### src/rtl/dff_share_arb_pkg.sv
// Shared definitions for the dff_share_arb block: the sequencer state
// encoding, the index-width helper and a one-hot encoder.
package dff_share_arb_pkg;

    // Largest supported requester count; bounds the one-hot helper width.
    localparam int MAX_N = 16;

    typedef enum logic {
        IDLE   = 1'b0,
        LOCKED = 1'b1
    } state_t;

    // Width of a requester index, never narrower than one bit.
    function automatic int idx_w(input int n);
        return (n > 1) ? $clog2(n) : 1;
    endfunction

    // One-hot vector with bit idx set; all zero when idx is out of range.
    function automatic logic [MAX_N-1:0] onehot(input int idx, input int n);
        logic [MAX_N-1:0] v;
        v = '0;
        if (idx >= 0 && idx < n && idx < MAX_N) begin
            v = MAX_N'(1) << idx;
        end
        return v;
    endfunction

endpackage

### src/rtl/dff.sv
// Dff: WIDTH-bit storage register with synchronous active-low reset.
// Ports: clk, reset (active-low, synchronous), d (next value), q (stored value).
module dff #(
    parameter int WIDTH = 8
) (
    input  logic             clk,
    input  logic             reset,
    input  logic [WIDTH-1:0] d,
    output logic [WIDTH-1:0] q
);

    // NOTE: non-blocking assignment keeps every flop sampling pre-edge values.
    always_ff @(posedge clk) begin
        if (!reset) begin
            q <= '0;
        end else begin
            q <= d;
        end
    end

endmodule

### src/rtl/dff_share_arb_rr_pick.sv
// rr_pick: combinational rotate-priority picker. Scans req starting at
// rr_ptr and wrapping N-1 -> 0; the first set bit wins.
// Ports: req (requests), rr_ptr (scan start), valid (any request),
//        winner (index of the winning requester).
module rr_pick
    import dff_share_arb_pkg::*;
#(
    parameter int N = 4
) (
    input  logic [N-1:0]          req,
    input  logic [idx_w(N)-1:0]   rr_ptr,
    output logic                  valid,
    output logic [idx_w(N)-1:0]   winner
);

    localparam int IW = idx_w(N);

    int            j;
    logic [IW-1:0] idx;

    // NOTE: every output and temporary gets a default first so no latch is inferred.
    always_comb begin
        valid  = 1'b0;
        winner = '0;
        j      = 0;
        idx    = '0;
        for (int k = 0; k < N; k++) begin
            j = int'(rr_ptr) + k;
            if (j >= N) begin
                j = j - N;
            end
            idx = IW'(j);
            if (!valid && req[idx]) begin
                valid  = 1'b1;
                winner = idx;
            end
        end
    end

endmodule

### src/rtl/dff_share_arb.sv
// dff_share_arb: round-robin arbiter/sequencer sharing one WIDTH-bit Dff
// among N requesters. A granted requester holding lock keeps the register
// for a multi-cycle burst.
// Optional feature: define DFF_SHARE_ARB_TIMEOUT_EN to bound locks to
// MAX_LOCK locked cycles; a forced release pulses timeout_err and masks the
// owner's lock until it drops lock for a cycle.
// Ports: clk, reset (sync active-low), req/lock (per requester),
//        wdata (slice i = wdata[i*WIDTH +: WIDTH]), gnt (registered one-hot),
//        q (register value), owner (last granted index), busy (LOCKED),
//        timeout_err (forced-release pulse).
module dff_share_arb
    import dff_share_arb_pkg::*;
#(
    parameter int N        = 4,
    parameter int WIDTH    = 8,
    parameter int MAX_LOCK = 16
) (
    input  logic                  clk,
    input  logic                  reset,
    input  logic [N-1:0]          req,
    input  logic [N-1:0]          lock,
    input  logic [N*WIDTH-1:0]    wdata,
    output logic [N-1:0]          gnt,
    output logic [WIDTH-1:0]      q,
    output logic [idx_w(N)-1:0]   owner,
    output logic                  busy,
    output logic                  timeout_err
);

    localparam int IW = idx_w(N);

    state_t          state, state_n;
    logic [IW-1:0]   rr_ptr, rr_n, owner_n;
    logic [N-1:0]    gnt_n, lock_eff;
    logic [WIDTH-1:0] d;
    logic [WIDTH-1:0] slice [N];
    logic            pick_valid;
    logic [IW-1:0]   pick_w;

    function automatic logic [IW-1:0] next_idx(input logic [IW-1:0] i);
        int v;
        v = int'(i) + 1;
        if (v >= N) begin
            v = 0;
        end
        return IW'(v);
    endfunction

    function automatic logic [N-1:0] sel_onehot(input logic [IW-1:0] i);
        logic [MAX_N-1:0] v;
        v = onehot(int'(i), N);
        return v[N-1:0];
    endfunction

    for (genvar i = 0; i < N; i++) begin : g_slice
        assign slice[i] = wdata[i*WIDTH +: WIDTH];
    end

    rr_pick #(.N(N)) u_pick (
        .req    (req),
        .rr_ptr (rr_ptr),
        .valid  (pick_valid),
        .winner (pick_w)
    );

    dff #(.WIDTH(WIDTH)) u_dff (
        .clk   (clk),
        .reset (reset),
        .d     (d),
        .q     (q)
    );

    assign busy = (state == LOCKED);

`ifdef DFF_SHARE_ARB_TIMEOUT_EN
    localparam int CW = $clog2(MAX_LOCK + 1);
    logic [CW-1:0] lock_cnt, lock_cnt_n;
    logic [N-1:0]  lock_mask, lock_mask_n;
    logic          terr_n;

    // A timed-out owner's lock is ignored until it drops lock once.
    assign lock_eff = lock & ~lock_mask;
`else
    logic unused_max_lock;
    assign unused_max_lock = (MAX_LOCK != 0);
    assign lock_eff        = lock;
    assign timeout_err     = 1'b0;
`endif

    always_comb begin
        state_n = state;
        gnt_n   = '0;
        owner_n = owner;
        rr_n    = rr_ptr;
        d       = q;  // no write: feed q back so the register holds
`ifdef DFF_SHARE_ARB_TIMEOUT_EN
        lock_cnt_n  = lock_cnt;
        lock_mask_n = lock_mask & lock;
        terr_n      = 1'b0;
`endif
        case (state)
            IDLE: begin
                if (pick_valid) begin
                    d       = slice[pick_w];
                    gnt_n   = sel_onehot(pick_w);
                    owner_n = pick_w;
                    rr_n    = next_idx(pick_w);
                    if (lock_eff[pick_w]) begin
                        state_n = LOCKED;
`ifdef DFF_SHARE_ARB_TIMEOUT_EN
                        lock_cnt_n = '0;
`endif
                    end
                end
            end
            LOCKED: begin
                if (!req[owner] || !lock_eff[owner]) begin
                    // Voluntary release; a final write may ride along.
                    if (req[owner]) begin
                        d     = slice[owner];
                        gnt_n = sel_onehot(owner);
                    end
                    state_n = IDLE;
                    rr_n    = next_idx(owner);
`ifdef DFF_SHARE_ARB_TIMEOUT_EN
                end else if (lock_cnt == CW'(MAX_LOCK - 1)) begin
                    // Forced release after MAX_LOCK locked cycles, no write.
                    state_n             = IDLE;
                    rr_n                = next_idx(owner);
                    terr_n              = 1'b1;
                    lock_mask_n[owner]  = 1'b1;
`endif
                end else begin
                    d     = slice[owner];
                    gnt_n = sel_onehot(owner);
`ifdef DFF_SHARE_ARB_TIMEOUT_EN
                    lock_cnt_n = lock_cnt + CW'(1);
`endif
                end
            end
            default: state_n = IDLE;
        endcase
    end

    always_ff @(posedge clk) begin
        if (!reset) begin
            state  <= IDLE;
            gnt    <= '0;
            owner  <= '0;
            rr_ptr <= '0;
        end else begin
            state  <= state_n;
            gnt    <= gnt_n;
            owner  <= owner_n;
            rr_ptr <= rr_n;
        end
    end

`ifdef DFF_SHARE_ARB_TIMEOUT_EN
    always_ff @(posedge clk) begin
        if (!reset) begin
            lock_cnt    <= '0;
            lock_mask   <= '0;
            timeout_err <= 1'b0;
        end else begin
            lock_cnt    <= lock_cnt_n;
            lock_mask   <= lock_mask_n;
            timeout_err <= terr_n;
        end
    end
`endif

endmodule

### config.mk
export PLATFORM = sky130hd
export DESIGN_NAME = dff_share_arb
export DESIGN_NICKNAME = d
export VERILOG_FILES = /design/src/rtl/dff_share_arb_pkg.sv /design/src/rtl/dff.sv /design/src/rtl/dff_share_arb_rr_pick.sv /design/src/rtl/dff_share_arb.sv
export SDC_FILE = /design/constraint.sdc
export NUM_CORES = 1
export LEC_CHECK = 0
export CAP_MARGIN = 5
export CELL_PAD_IN_SITES_DETAIL_PLACEMENT = 1
export CELL_PAD_IN_SITES_GLOBAL_PLACEMENT = 2
export CORE_MARGIN = 10
export CORE_UTILIZATION = 29
export DETAILED_ROUTE_END_ITERATION = 8
export PLACE_DENSITY_LB_ADDON = 0.1
export SYNTH_ARGS = -nofsm -noshare
export SYNTH_HDL_FRONTEND = slang
export SYNTH_HIERARCHICAL = 1
export SYNTH_SLANG_ARGS = --single-unit
### constraint.sdc
create_clock -name clk -period 5.8 [get_ports clk]
set_clock_uncertainty 0.1 [all_clocks]
set_input_delay 0.87 -clock clk [delete_from_list [all_inputs] [get_ports clk]]
set_output_delay 0.87 -clock clk [all_outputs]
set_load 0.005 [all_outputs]
==> results of run 1 <==
==> final timing paths <==
check | depth (start not counted) | slack [ps] | endpoint
min reg2reg | 3 | 470 | u_dff/q[5]
max reg2reg | 7 | 2810 | u_dff/q[4]
min | 3 | 470 | u_dff/q[5]
max | 8 | 2020 | u_dff/q[4]
==> state kept, by name (all words and copies together) (netlist names) <==
signal,cells
gnt,4
busy,1
owner,2
u_dff/q,8
rr_ptr,2
==> cell type report <==
| class | count | area share [%] |
|---|---|---|
| Timing Repair Buffer | 57 | 25.9 |
| Multi-Input combinational cell | 112 | 50.9 |
| Inverter | 9 | 1.66 |
| Sequential cell | 17 | 15.5 |
| Tap cell | 70 | 4.00 |
| Clock buffer | 4 | 2.05 |
==> metrics by stage <==
| step | cells | setup WS [ps] | power [mW] | hold slack, ps |
|---|---|---|---|---|
| 2_1_floorplan | 150 | 2800 | 0.405 | 442 |
| 3_3_place_gp | 265 | 1800 | 0.519 | 432 |
| 3_5_place_dp | 265 | 1710 | 0.533 | 457 |
| 4_1_cts | 269 | 1970 | 0.628 | 475 |
| 5_1_grt | 269 | 1830 | 0.664 | 522 |
| 6_report | 269 | 2020 | 0.614 | 472 |
==> where the power goes <==
part / internal, mW / total, mW / switching [mW]
combinational: 0.198 / 0.326 / 0.129
sequential: 0.146 / 0.197 / 0.0511
clock: 0.0487 / 0.0915 / 0.0428
==> per-layer routing <==
layer  GRT usage [%]  up-vias  part of all wire (%)
met2            22.5       40                    53
met5               0        -                     0
met3            2.16        5                   3.7
met1            13.7      736                    42
li1                -      666                     -
met4            3.67        0                   1.4
==> cell families after synthesis <==
group,after synthesis,synth area share (%)
simple gates,38,13.6
buf+inv,21,7.50
mux,30,36.3
other cells,1,0.239
flops,17,21.7
fa+ha+maj,8,6.38
compound gates,35,14.4
==> Yosys cell counts, drive strengths merged, types with 2 or more instances <==
master  count
a32oi       4
and2       11
clkbuf      4
nand2      10
mux2i      10
nor2b      11
nand3       2
nor2        2
mux4       19
o21ai       7
buf         8
ha          8
inv         9
dfxtp      17
a21oi      13
a211oi      7
nand2b      2
==> worst reg2reg max path: stages (launching register included) <==
cell and delay [ps]:
sky130_fd_sc_hd__dfxtp_1 440, sky130_fd_sc_hd__inv_2 60, sky130_fd_sc_hd__a221o_1 330, sky130_fd_sc_hd__a21oi_2 800, sky130_fd_sc_hd__mux4_2 620, sky130_fd_sc_hd__a211oi_1 260
sky130_fd_sc_hd__a21oi_1 70, sky130_fd_sc_hd__and2_1 210
==> out/metrics.json, run 1 <==
{
  "design.final.nets": 250,
  "cts_hold_buffers": 0,
  "crit_arrival_ps": 3820,
  "die_area_sq_um": 8750,
  "flow.area_growth_from_synthesis_pct": 39.7,
  "grt_remaining_overflow": 0,
  "clkSlewWorstSetupHoldPaths_ps": 70,
  "crit_path_start": "req[1]",
  "critical_path_required_ps": 5850,
  "initial_cell_density_of_the_core_pct": 30.3,
  "grt_setup_unrepaired": "false",
  "worst_pin_slew_ps": 1070,
  "worst_hold_startpoint": "u_dff/q[5]",
  "startpoint_types": "primary input",
  "timing.critical_path.max_delay_family": "compound AO/OA/AOI/OAI gates",
  "postLayoutCoreUtil_pct": 42.4,
  "max_cap_viol": 0,
  "antenna_found_initial": 0,
  "vdd_ir_drop_max_v": 0.000137,
  "drt_iter0_markers": 67,
  "power.static_leakage_nw": 0.824,
  "gp_congestion": 0.765,
  "power.density_cell_area_nw_per_um2": 280,
  "multiInputGateArea_sq_um": 1110,
  "critical_path.cell_chain": "clkdlybuf4s50_1 -> inv_1 -> a221o_1 -> a21oi_2 -> mux4_2 -> a211oi_1 -> a21oi_1 -> and2_1",
  "synth.yosys.seq_area_share_pct": 21.7,
  "worstHoldPathType": "reg2reg",
  "synth_area_per_cell_sq_um": 10.5,
  "clock_latency_on_the_worst_skew_pair_ps": 250,
  "post_cts_gate_resize_count": 0,
  "drt_wl_total_mm": 5.33,
  "synth-async-reset-ratio_pct": 0,
  "grt_util_all_layers_pct": 12.1,
  "average_wire_length_per_cell_after_detail_routing_microns": 19.8,
  "io_pins": 58,
  "category_of_the_critical_setup_timing_path": "in2reg",
  "synth.lib_cells_used.distinct": 30,
  "floorplan.die.width_microns": 93.6,
  "count_of_h_tree_levels_built_during_cts": 1,
  "top_area_cells_in_the_synthesized_netlist": "sky130_fd_sc_hd__dfxtp_1 22%, sky130_fd_sc_hd__mux4_2 16%, sky130_fd_sc_hd__mux4_1 13%",
  "coreArea_sq_um": 5170,
  "synth_top_area_share_pct": 21.7,
  "vias_per_cell": 5.38,
  "portBuffers": 56,
  "wire_length_of_the_first_global_routing_pass_mm": 8.54,
  "detail_placement_hpwl_mm": 4.00,
  "design_area_final_sq_um": 2190,
  "slew_violations": 0,
  "maxClockFrequency_mhz": 265,
  "syn_area_sq_um": 1570,
  "number_of_global_route_vias_before_repair": 1609,
  "drtAntennaViolNets": 0,
  "synth_edf_count": 0,
  "setup_total_negative_slack_ps": 0,
  "timing.slew.headroom_pct": 28.7,
  "buffer_type_at_the_clock_tree_root": "sky130_fd_sc_hd__clkbuf_8",
  "finalSetupViolCount": 0,
  "finalCriticalPeriod_ps": 3780,
  "cts_tree": "built",
  "slowest_delay_ps": 800,
  "yosys_most_used_dff": "sky130_fd_sc_hd__dfxtp_1",
  "final.period_utilization_pct": 65.1,
  "syn_nets": 200,
  "most-common-layout-cells": "56 x sky130_fd_sc_hd__clkdlybuf4s50_1, 17 x sky130_fd_sc_hd__dfxtp_1, 12 x sky130_fd_sc_hd__a21oi_1",
  "timing.critical_path.slowest_stage_cell": "sky130_fd_sc_hd__a21oi_2",
  "path_max_fanout": 14,
  "yosysWarnings": 6,
  "n_antenna_cell": 0,
  "syn_inst": 150,
  "cts_buffer_depth": 2,
  "grt_max_degree": 29,
  "core.rowCount": 26,
  "worstPathBufferInverterCount": 2,
  "detail_route.drc_violations": 0,
  "area.sequential_sq_um": 340,
  "cts_made_buffers": 3,
  "detailedRoute.firstPassIterationCount": 4,
  "ys_seq_elements": 17,
  "placement.cell_area_sq_um": 2150,
  "rr_startpoint": "rr_ptr[0]",
  "detailroute.via_count": 1447,
  "nature_of_the_critical_path_endpoint": "flip-flop",
  "most_common_cell_after_layout_fill_and_taps_aside": "sky130_fd_sc_hd__clkdlybuf4s50_1",
  "layout-drive-gt1-share_pct": 10.6,
  "synth_top_cell_by_area": "sky130_fd_sc_hd__dfxtp_1",
  "post_cts.repair.setup_buffers": 0,
  "die_height_microns": 93.6,
  "timing_hold_violations_final": 0,
  "nFillCells": 571,
  "tritoncts_num_sinks": 17,
  "run_status": "complete, no violations"
}
(Power assumes the default switching activity.)
==> inputs of run 2 (changes only) <==
CORE_UTILIZATION = 27   (was 29)
clock period = 3.92 ns   (was 5.8 ns; I/O delays follow)
==> out/metrics.json, run 2 (synthesis gave the netlist of run 1 again) <==
{
  "run_status": "complete, no violations",
  "cts_buffer_depth": 2,
  "slew_violations": 0,
  "detail_placement_hpwl_mm": 4.02,
  "io_pins": 58,
  "gp_congestion": 0.725,
  "nFillCells": 640,
  "crit_path_start": "req[1]",
  "drt_wl_total_mm": 5.27,
  "rr_startpoint": "rr_ptr[0]",
  "route.top_layer_used": "met4",
  "routed_length_on_met1_mm": 2.26,
  "post_cts.repair.setup_buffers": 0,
  "slowest_delay_ps": 550,
  "critical_path_required_ps": 3970,
  "portBuffers": 56,
  "floorplan.die.width_microns": 96.2,
  "post_cts_gate_resize_count": 0,
  "setup_ws_ps": 1040,
  "seqPwrFrac_pct": 27.7,
  "antenna_found_initial": 0,
  "n_antenna_cell": 0,
  "core.rowCount": 27,
  "max_cap_viol": 0,
  "flow.area_growth_from_synthesis_pct": 42.3,
  "maxClockFrequency_mhz": 348,
  "internal_power_mw": 0.593,
  "drtAntennaViolNets": 0,
  "count_of_h_tree_levels_built_during_cts": 1,
  "grt_remaining_overflow": 0,
  "grt_util_all_layers_pct": 11.5,
  "detail_route.drc_violations": 0,
  "cts_made_buffers": 3,
  "power.density_cell_area_nw_per_um2": 415,
  "largestRegisters": "u_dff/q: 8 flops, gnt: 4 flops",
  "clock_latency_on_the_worst_skew_pair_ps": 250,
  "nature_of_the_critical_path_endpoint": "flip-flop",
  "switching_share_pct": 36.0,
  "finalCriticalPeriod_ps": 2880,
  "vdd_ir_drop_max_v": 0.000130,
  "die_area_sq_um": 9260,
  "detailroute.via_count": 1434,
  "setup_total_negative_slack_ps": 0,
  "startpoint_types": "primary input",
  "largest_reg_flops": 8,
  "p_clk_share_pct": 14.6,
  "tritoncts_num_sinks": 17,
  "critical_path.cell_chain": "clkdlybuf4s50_1 -> inv_1 -> a221o_1 -> a21oi_2 -> buf_4 -> mux4_2 -> a211oi_1 -> a21oi_1 -> and2_1",
  "largest-register": "u_dff/q",
  "timing.critical_path.max_delay_family": "compound AO/OA/AOI/OAI gates",
  "worst_hold_startpoint": "u_dff/q[5]",
  "timing_hold_violations_final": 0,
  "finalSetupViolCount": 0,
  "dr_wl_met3_microns": 336,
  "vias_per_cell": 5.20,
  "die_height_microns": 96.2,
  "most_common_cell_after_layout_fill_and_taps_aside": "sky130_fd_sc_hd__clkdlybuf4s50_1",
  "drt_iter0_markers": 37,
  "area.sequential_sq_um": 340,
  "number_of_global_route_vias_before_repair": 1649,
  "multiInputGateArea_sq_um": 1110,
  "power.static_leakage_nw": 0.851,
  "grt_setup_unrepaired": "false",
  "initial_cell_density_of_the_core_pct": 28.1,
  "grt_max_degree": 28,
  "final.period_utilization_pct": 73.4,
  "placement.cell_area_sq_um": 2190,
  "layout-drive-gt1-share_pct": 13.2,
  "preCtsSetupSlack_ps": 771,
  "timing.critical_path.slowest_stage_cell": "sky130_fd_sc_hd__clkdlybuf4s50_1",
  "clkSlewWorstSetupHoldPaths_ps": 70,
  "cts_hold_buffers": 0,
  "worst_pin_slew_ps": 718,
  "category_of_the_critical_setup_timing_path": "in2reg",
  "detailedRoute.firstPassIterationCount": 4,
  "average_wire_length_per_cell_after_detail_routing_microns": 19.1,
  "worstPathBufferInverterCount": 3,
  "wire_length_of_the_first_global_routing_pass_mm": 8.32,
  "path_max_fanout": 5,
  "coreArea_sq_um": 5570,
  "buffer_type_at_the_clock_tree_root": "sky130_fd_sc_hd__clkbuf_8",
  "most-common-layout-cells": "56 x sky130_fd_sc_hd__clkdlybuf4s50_1, 17 x sky130_fd_sc_hd__dfxtp_1, 12 x sky130_fd_sc_hd__a21oi_1",
  "worstHoldPathType": "reg2reg",
  "design.final.nets": 255,
  "crit_arrival_ps": 2920,
  "power.share.combinational_pct": 57.6,
  "postLayoutCoreUtil_pct": 40.1,
  "cts_tree": "built",
  "timing.slew.headroom_pct": 52.1,
  "design_area_final_sq_um": 2230,
  "met2_wirelength_mm": 2.62,
  "switching_power_mw": 0.333
}
run 2: per-layer routing:
layer  up-vias  GRT usage, %
li1        676             -
met1       708          13.4
met2        46          20.5
met3         4          2.33
met4         0          3.93
met5         -             0
run 2: worst register-to-register path, delay by kind of cell, from the launching register on:
kind	cells	cell delay [ps]
buf+inv	2	250
simple gates	1	160
compound gates	4	820
mux	1	510
flops	1	430
run 2: layout make-up:
| class | instances | area share [%] |
|---|---|---|
| clock buffer | 3 | 1.85 |
| clock inverter | 1 | 0.224 |
| inverter | 9 | 1.62 |
| multi-input combinational | 112 | 49.9 |
| sequential | 17 | 15.2 |
| tap | 72 | 4.03 |
| timing repair buffer | 62 | 27.1 |
run 2: final timing paths:
kind	endpoint	slack, ps	cells after the start
setup reg to reg	u_dff/q[7]	1550	8
hold / removal	u_dff/q[5]	460	3
setup / recovery	u_dff/q[7]	1040	9
hold reg to reg	u_dff/q[5]	460	3
run 2: power by group through the flow:
stage               Sequential, mW  Combinational (mW)  Clock [mW]
floorplan                    0.251               0.349           0
global placement             0.257               0.529           0
finish                       0.257               0.534       0.136
CTS                          0.258               0.545       0.142
detailed placement           0.261               0.544           0
global route                 0.266               0.589       0.151
run 2: stage by stage:
| step | hold WS [ps] | total power, mW | cells |
|---|---|---|---|
| 2_1_floorplan | 442 | 0.599 | 150 |
| 3_3_place_gp | 435 | 0.786 | 272 |
| 3_5_place_dp | 457 | 0.805 | 272 |
| 4_1_cts | 474 | 0.945 | 276 |
| 5_1_grt | 525 | 1.01 | 276 |
| 6_report | 462 | 0.926 | 276 |
==> variant 1, RTL diff (settings of run 2) <==
Build with the macro `DFF_SHARE_ARB_TIMEOUT_EN` defined.
--- a/src/rtl/dff_share_arb.sv
+++ b/src/rtl/dff_share_arb.sv
@@ -8,6 +8,8 @@
 //        wdata (slice i = wdata[i*WIDTH +: WIDTH]), gnt (registered one-hot),
 //        q (register value), owner (last granted index), busy (LOCKED),
 //        timeout_err (forced-release pulse).
+`define DFF_SHARE_ARB_TIMEOUT_EN
+
 module dff_share_arb
     import dff_share_arb_pkg::*;
 #(
Behaviour: no difference found for any inputs over 10 cycles, from zero or initial values and one cycle with reset low; that may be too few to reach the edited logic, so the function may still have changed.
==> variant 1 against run 2 <==
Hold slack got worse by 70 ps. Area after synthesis increased by 33%. Register-to-register slack got worse by 310 ps. Sequential power increased by 53%. Wire length increased by 23%. Sequential cell count increased by 10. Critical path depth increased by 1. Power increased by 25%. Cell area increased by 27%. First-iteration DRC count decreased by 11%. Highest routed layer unchanged. Worst setup slack got worse by 50 ps. Maximum frequency decreased by 1.7%. Critical path type unchanged. Largest power group unchanged.
==> variant 1: results (changes against run 2) <==
Status
  – Status: finished, final reports clean

Critical path
  – Crit path max fanout: 14 (+9)
  – Worst Reg2Reg Path Length in Cells: 5 (-3)
  – Launch instance of the worst register-to-register path: owner[0]
  – Largest stage delay on the critical path: 510 ps (-40 ps)
  – Data arrival, critical path: 3010 ps (+90 ps)

Finish
  – Buffers outside the clock class: 64 (+3.2%)
  – Total number of multi-input combinational cells: 156 (+39%)
  – Number of sequential storage elements: 27 (+10)
  – Multi-input gate share of the layout cell area: 51.2% (+1.3 points)
  – Reg area: 541 um2 (+59%)
  – Largest registers: u_dff/q (8), lock_cnt (5)
  – Number of fill cells: 871 (+36%)
  – Clock-cell share of area: 1.77% (-0.31 points)

Drt
  – Final routed wire length divided by cell count: 17.8 um (-6.6%)
  – Routed metal-1 wirelength: 3.01 mm (+33%)
  – Detailed route wirelength on metal2: 3.09 mm (+18%)
  – Met3 wire length: 315 um (-6.3%)
  – Detailed router's first-iteration violation count: 33 (-11%)

Placed design
  – Placement Cell Area: 0.00278 mm2 (+27%)
  – Post-detailed-placement half-perimeter wirelength: 4.94 mm (+23%)
  – Placer Congestion: 0.764 (+5.4%)
  – Port Buf Inserts: 57 (+1.8%)
  – Worst slack, placed: 696 ps (-75.2 ps)

Min path
  – Count of cells along the worst hold path: 2 (-1)
  – Start point of the worst min-delay path: lock_cnt[1]

GRT
  – Met3 Track Usage GR: 2.74% (+0.40 points)
  – GRT Resource Usage Total: 11.2% (-0.30 points)
  – First-pass GRT wire length: 10.7 mm (+28%)
  – Global Route met2 Usage: 18.4% (-2.1 points)
  – Number of global-route vias before repair: 2044 (+24%)

Pwr
  – Static Leak: 1.07 nW (+26%)
  – Internal power summed over all cells: 0.000731 W (+23%)
  – Worst ir drop on vdd: 0.140 mV (+7.7%)

Yosys
  – Fraction of the mapped netlist area in compound gates: 14.9% (+0.50 points)
  – Dominant cells by area after synthesis: sky130_fd_sc_hd__dfxtp_1 (26%), sky130_fd_sc_hd__mux4_2 (13%), sky130_fd_sc_hd__mux4_1 (8.8%), sky130_fd_sc_hd__ha_1 (7.8%), sky130_fd_sc_hd__mux2i_1 (4.8%)
  – Net count after synthesis: 262 (+31%)
  – Mux cell area share after synthesis: 28.1% (-8.1 points)
  – Adder-cell share of the synthesized area: 7.78% (+1.4 points)
  – Avg Inst Size Synth: 10.1 um2 (-3.5%)

Timing
  – Post-route minimum period: 2930 ps (+49.9 ps)
  – Worst-case hold slack: 392 ps (-69.5 ps)
==> variant 1: cell types whose count changed after synthesis, moves of 4 or more <==
cell | run 2 | this run
sky130_fd_sc_hd__clkbuf_1 | 4 | 8
sky130_fd_sc_hd__a21oi_1 | 13 | 17
sky130_fd_sc_hd__nand2b_1 | 1 | 5
sky130_fd_sc_hd__a22oi_1 | 0 | 4
sky130_fd_sc_hd__o21ai_0 | 6 | 2
sky130_fd_sc_hd__nor2_1 | 2 | 18
sky130_fd_sc_hd__nand2_1 | 10 | 1
sky130_fd_sc_hd__dfxtp_1 | 17 | 27
sky130_fd_sc_hd__ha_1 | 8 | 13
==> variant 1: cells by family (layout without fill, tap and decap cells) <==
family          after synthesis  count (layout)
flops                        27              27
compound gates               45              45
mux                          32              32
buf+inv                      24              79
simple gates                 66              66
fa+ha+maj                    13              13
==> variant 1: tightest hold or removal path: stages (launching register included) <==
cell and delay [ps]:
sky130_fd_sc_hd__dfxtp_1 340, sky130_fd_sc_hd__nand2_1 60, sky130_fd_sc_hd__o31ai_1 50
==> variant 2, RTL diff (config.mk and constraints of run 2) <==
Without the edit above. `WIDTH` is set to 8 in 2 places; all go to 7.
--- a/src/rtl/dff.sv
+++ b/src/rtl/dff.sv
@@ -1,7 +1,7 @@
 // Dff: WIDTH-bit storage register with synchronous active-low reset.
 // Ports: clk, reset (active-low, synchronous), d (next value), q (stored value).
 module dff #(
-    parameter int WIDTH = 8
+    parameter int WIDTH = 7
 ) (
     input  logic             clk,
     input  logic             reset,
--- a/src/rtl/dff_share_arb.sv
+++ b/src/rtl/dff_share_arb.sv
@@ -12,7 +12,7 @@
     import dff_share_arb_pkg::*;
 #(
     parameter int N        = 4,
-    parameter int WIDTH    = 8,
+    parameter int WIDTH    = 7,
     parameter int MAX_LOCK = 16
 ) (
     input  logic                  clk,
Interface: changed (resized q and wdata); port bits go from 58 to 53. No check against the original RTL was run, so the function may have changed too.
==> variant 2 against run 2 <==
Sequential cell count decreased by 1. Count of clock-buffer cells in the layout grew 1. Worst setup slack got worse by 190 ps. Power is 3.5% lower. Sequential share of layout area rose by 0.15 points. Synthesized cell count fell by 5.3%. Wire length fell by 7.1%. Non-clock buffer count shrank 6. Critical path depth unchanged. Cell area down 6.8%. Area after synthesis shrank 7.3%. Register-to-register slack got worse by 200 ps.
==> variant 2: results (changes against run 2) <==
Finish
  – Share of post-route cells with drive strength above 1: 12.1% (-1.1 points)
  – Antenna fix cells: 0 (unchanged)
  – Fin nets: 237 (-7.1%)
  – Largest registers: u_dff/q (7), gnt (4)

Min path
  – Worst hold-check path type: reg2reg
  – Count of cells along the worst hold path: 3 (unchanged)

Critical path
  – Data arrival, critical path: 3130 ps (+210 ps)
  – Crit Reg-Reg Endpoint: u_dff/q[6]
  – Kind of cell with the highest combined delay on the critical path: compound AO/OA/AOI/OAI gates
  – R2R Setup Slk: 1350 ps (-200 ps)
  – Crit path max fanout: 10 (+5)
  – Slowest cell on the critical path: sky130_fd_sc_hd__clkdlybuf4s50_1
  – Crit Path Class: in2reg

CTS
  – Count of instances resized after the clock tree is built: 0 (unchanged)
  – Max clock buf depth: 2 (unchanged)
  – Post-CTS Setup Repair Bufs: 0 (unchanged)
  – Total number of H-tree levels: 1 (unchanged)
  – Number of buffers added to fix hold violations after cts: 0 (unchanged)
  – Number of buffers created by CTS: 3 (unchanged)

GRT
  – Fraction of met1 tracks used by global routing: 12.8% (-0.62 points)
  – Maximum number of pins on one net before global-route repair: 27 (-3.6%)
  – Met3 Track Usage GR: 2.40% (+0.063 points)
  – Antenna violations before repair: 0 (unchanged)
  – First-pass GRT wire length: 7.69 mm (-7.5%)
  – Number of global-route vias before repair: 1459 (-12%)
  – Global Route met2 Usage: 19.4% (-1.1 points)
  – GRT Resource Usage Total: 11.2% (-0.31 points)

Drt
  – Detailed router's first-iteration violation count: 52 (+41%)
  – Final routed wire length divided by cell count: 18.8 um (-1.4%)
  – Via/cell ratio: 5.08 (-2.3%)
  – Total via count in the routed design: 1320 (-7.9%)

Yosys
  – Fraction of synthesis flops using an asynchronous set or reset pin: 0% (unchanged)
  – Cell count after synthesis: 142 (-5.3%)
  – Dominant cells by area after synthesis: sky130_fd_sc_hd__dfxtp_1 (22%), sky130_fd_sc_hd__mux4_2 (15%), sky130_fd_sc_hd__mux4_1 (13%), sky130_fd_sc_hd__ha_1 (6.9%), sky130_fd_sc_hd__mux2i_1 (6.2%)
  – Seq/Total Area, Yosys: 22.0% (+0.32 points)
  – Net count after synthesis: 188 (-6.0%)
  – Synth top cells by count: sky130_fd_sc_hd__dfxtp_1 (16), sky130_fd_sc_hd__a21oi_1 (12)
  – Count of cell types in the netlist: 31 (+3.3%)

Placed design
  – Placer Congestion: 0.772 (+6.4%)
  – Port Buf Inserts: 51 (-8.9%)
  – Worst slack, placed: 535 ps (-236 ps)
  – Dpl cells: 256 (-5.9%)
  – Post-detailed-placement half-perimeter wirelength: 3.76 mm (-6.5%)

Timing
  – Slack of the critical path: 855 ps (-189 ps)
  – Slew HR: 49.9% (-2.2 points)

Pwr
  – Worst ir drop on vdd: 0.156 mV (+20%)
  – Internal power summed over all cells: 0.000576 W (-2.7%)
  – Static Leak: 0.790 nW (-7.2%)

Status
  – Status: finished, final reports clean
[variant 2: cell count changes after synthesis, sizes merged]
cell / before / now
mux4: 19 / 17
a211oi: 7 / 6
a21oi: 13 / 12
and2: 11 / 10
buf: 8 / 7
clkbuf: 4 / 5
dfxtp: 17 / 16
mux2i: 10 / 9
nor2b: 11 / 10
[variant 2: how the worst min path moves through the flow]
| stage | slack [ps] | startpoint | end |
|---|---|---|---|
| after floorplan | 440 | u_dff/q[3] | u_dff/q[3] |
| after global placement | 430 | u_dff/q[3] | u_dff/q[3] |
| after detailed placement | 440 | u_dff/q[3] | u_dff/q[3] |
| after CTS | 460 | u_dff/q[3] | u_dff/q[3] |
| after global routing | 490 | u_dff/q[3] | u_dff/q[3] |
| final | 450 | u_dff/q[3] | u_dff/q[3] |
[variant 2: routing by layer]
layer / wire (um) / part of all wire (%) / vias to the layer above
li1: - / - / 629
met3: 238 / 4.9 / 7
met4: 102 / 2.1 / 0
met2: 2390 / 49 / 35
met1: 2160 / 44 / 649
met5: 0 / 0 / -
[variant 2: logic make-up after synthesis]
kind of cell | Yosys count | share of synthesized area [%]
other | 1 | 0.258
buffers and inverters | 21 | 7.82
flip-flops | 16 | 22.0
AO/OA/AOI/OAI | 33 | 14.4
AND/OR/NAND/NOR | 36 | 13.6
adder cells (fa/ha/maj) | 8 | 6.88
multiplexers | 27 | 35.1
[variant 2: cell type report]
| class | instances | area [um2] |
|---|---|---|
| clock buffer | 4 | 55.1 |
| fill | 567 | 3090 |
| inverter | 9 | 33.8 |
| multi-input combinational | 105 | 1020 |
| sequential | 16 | 320 |
| tap | 70 | 87.6 |
| timing repair buffer | 56 | 561 |
[variant 2: power by group through the flow]
stage | combinational, W | clock (W) | sequential, W
after floorplan | 0.000320 | 0 | 0.000234
final | 0.000484 | 0.000159 | 0.000251
after CTS | 0.000494 | 0.000164 | 0.000252
after detailed placement | 0.000494 | 0 | 0.000256
after global placement | 0.000481 | 0 | 0.000253
after global routing | 0.000539 | 0.000172 | 0.000258
[variant 2: per-stage QoR]
step / hold WS [ps] / util (%) / power [W] / instance area (um2)
global placement: 434 / 39.2 / 0.000735 / 2030
floorplan: 442 / - / 0.000555 / 1460
detailed placement: 444 / 39.2 / 0.000749 / 2030
global route: 493 / 40.3 / 0.000970 / 2080
CTS: 462 / 40.3 / 0.000911 / 2080
finish: 451 / 40.3 / 0.000894 / 2080
[variant 2: worst min-delay path: cells and delay by family, from the launching register on]
| kind | cells | cell delay (ps) |
|---|---|---|
| DFF | 1 | 330 |
| and+or+nand+nor | 3 | 190 |
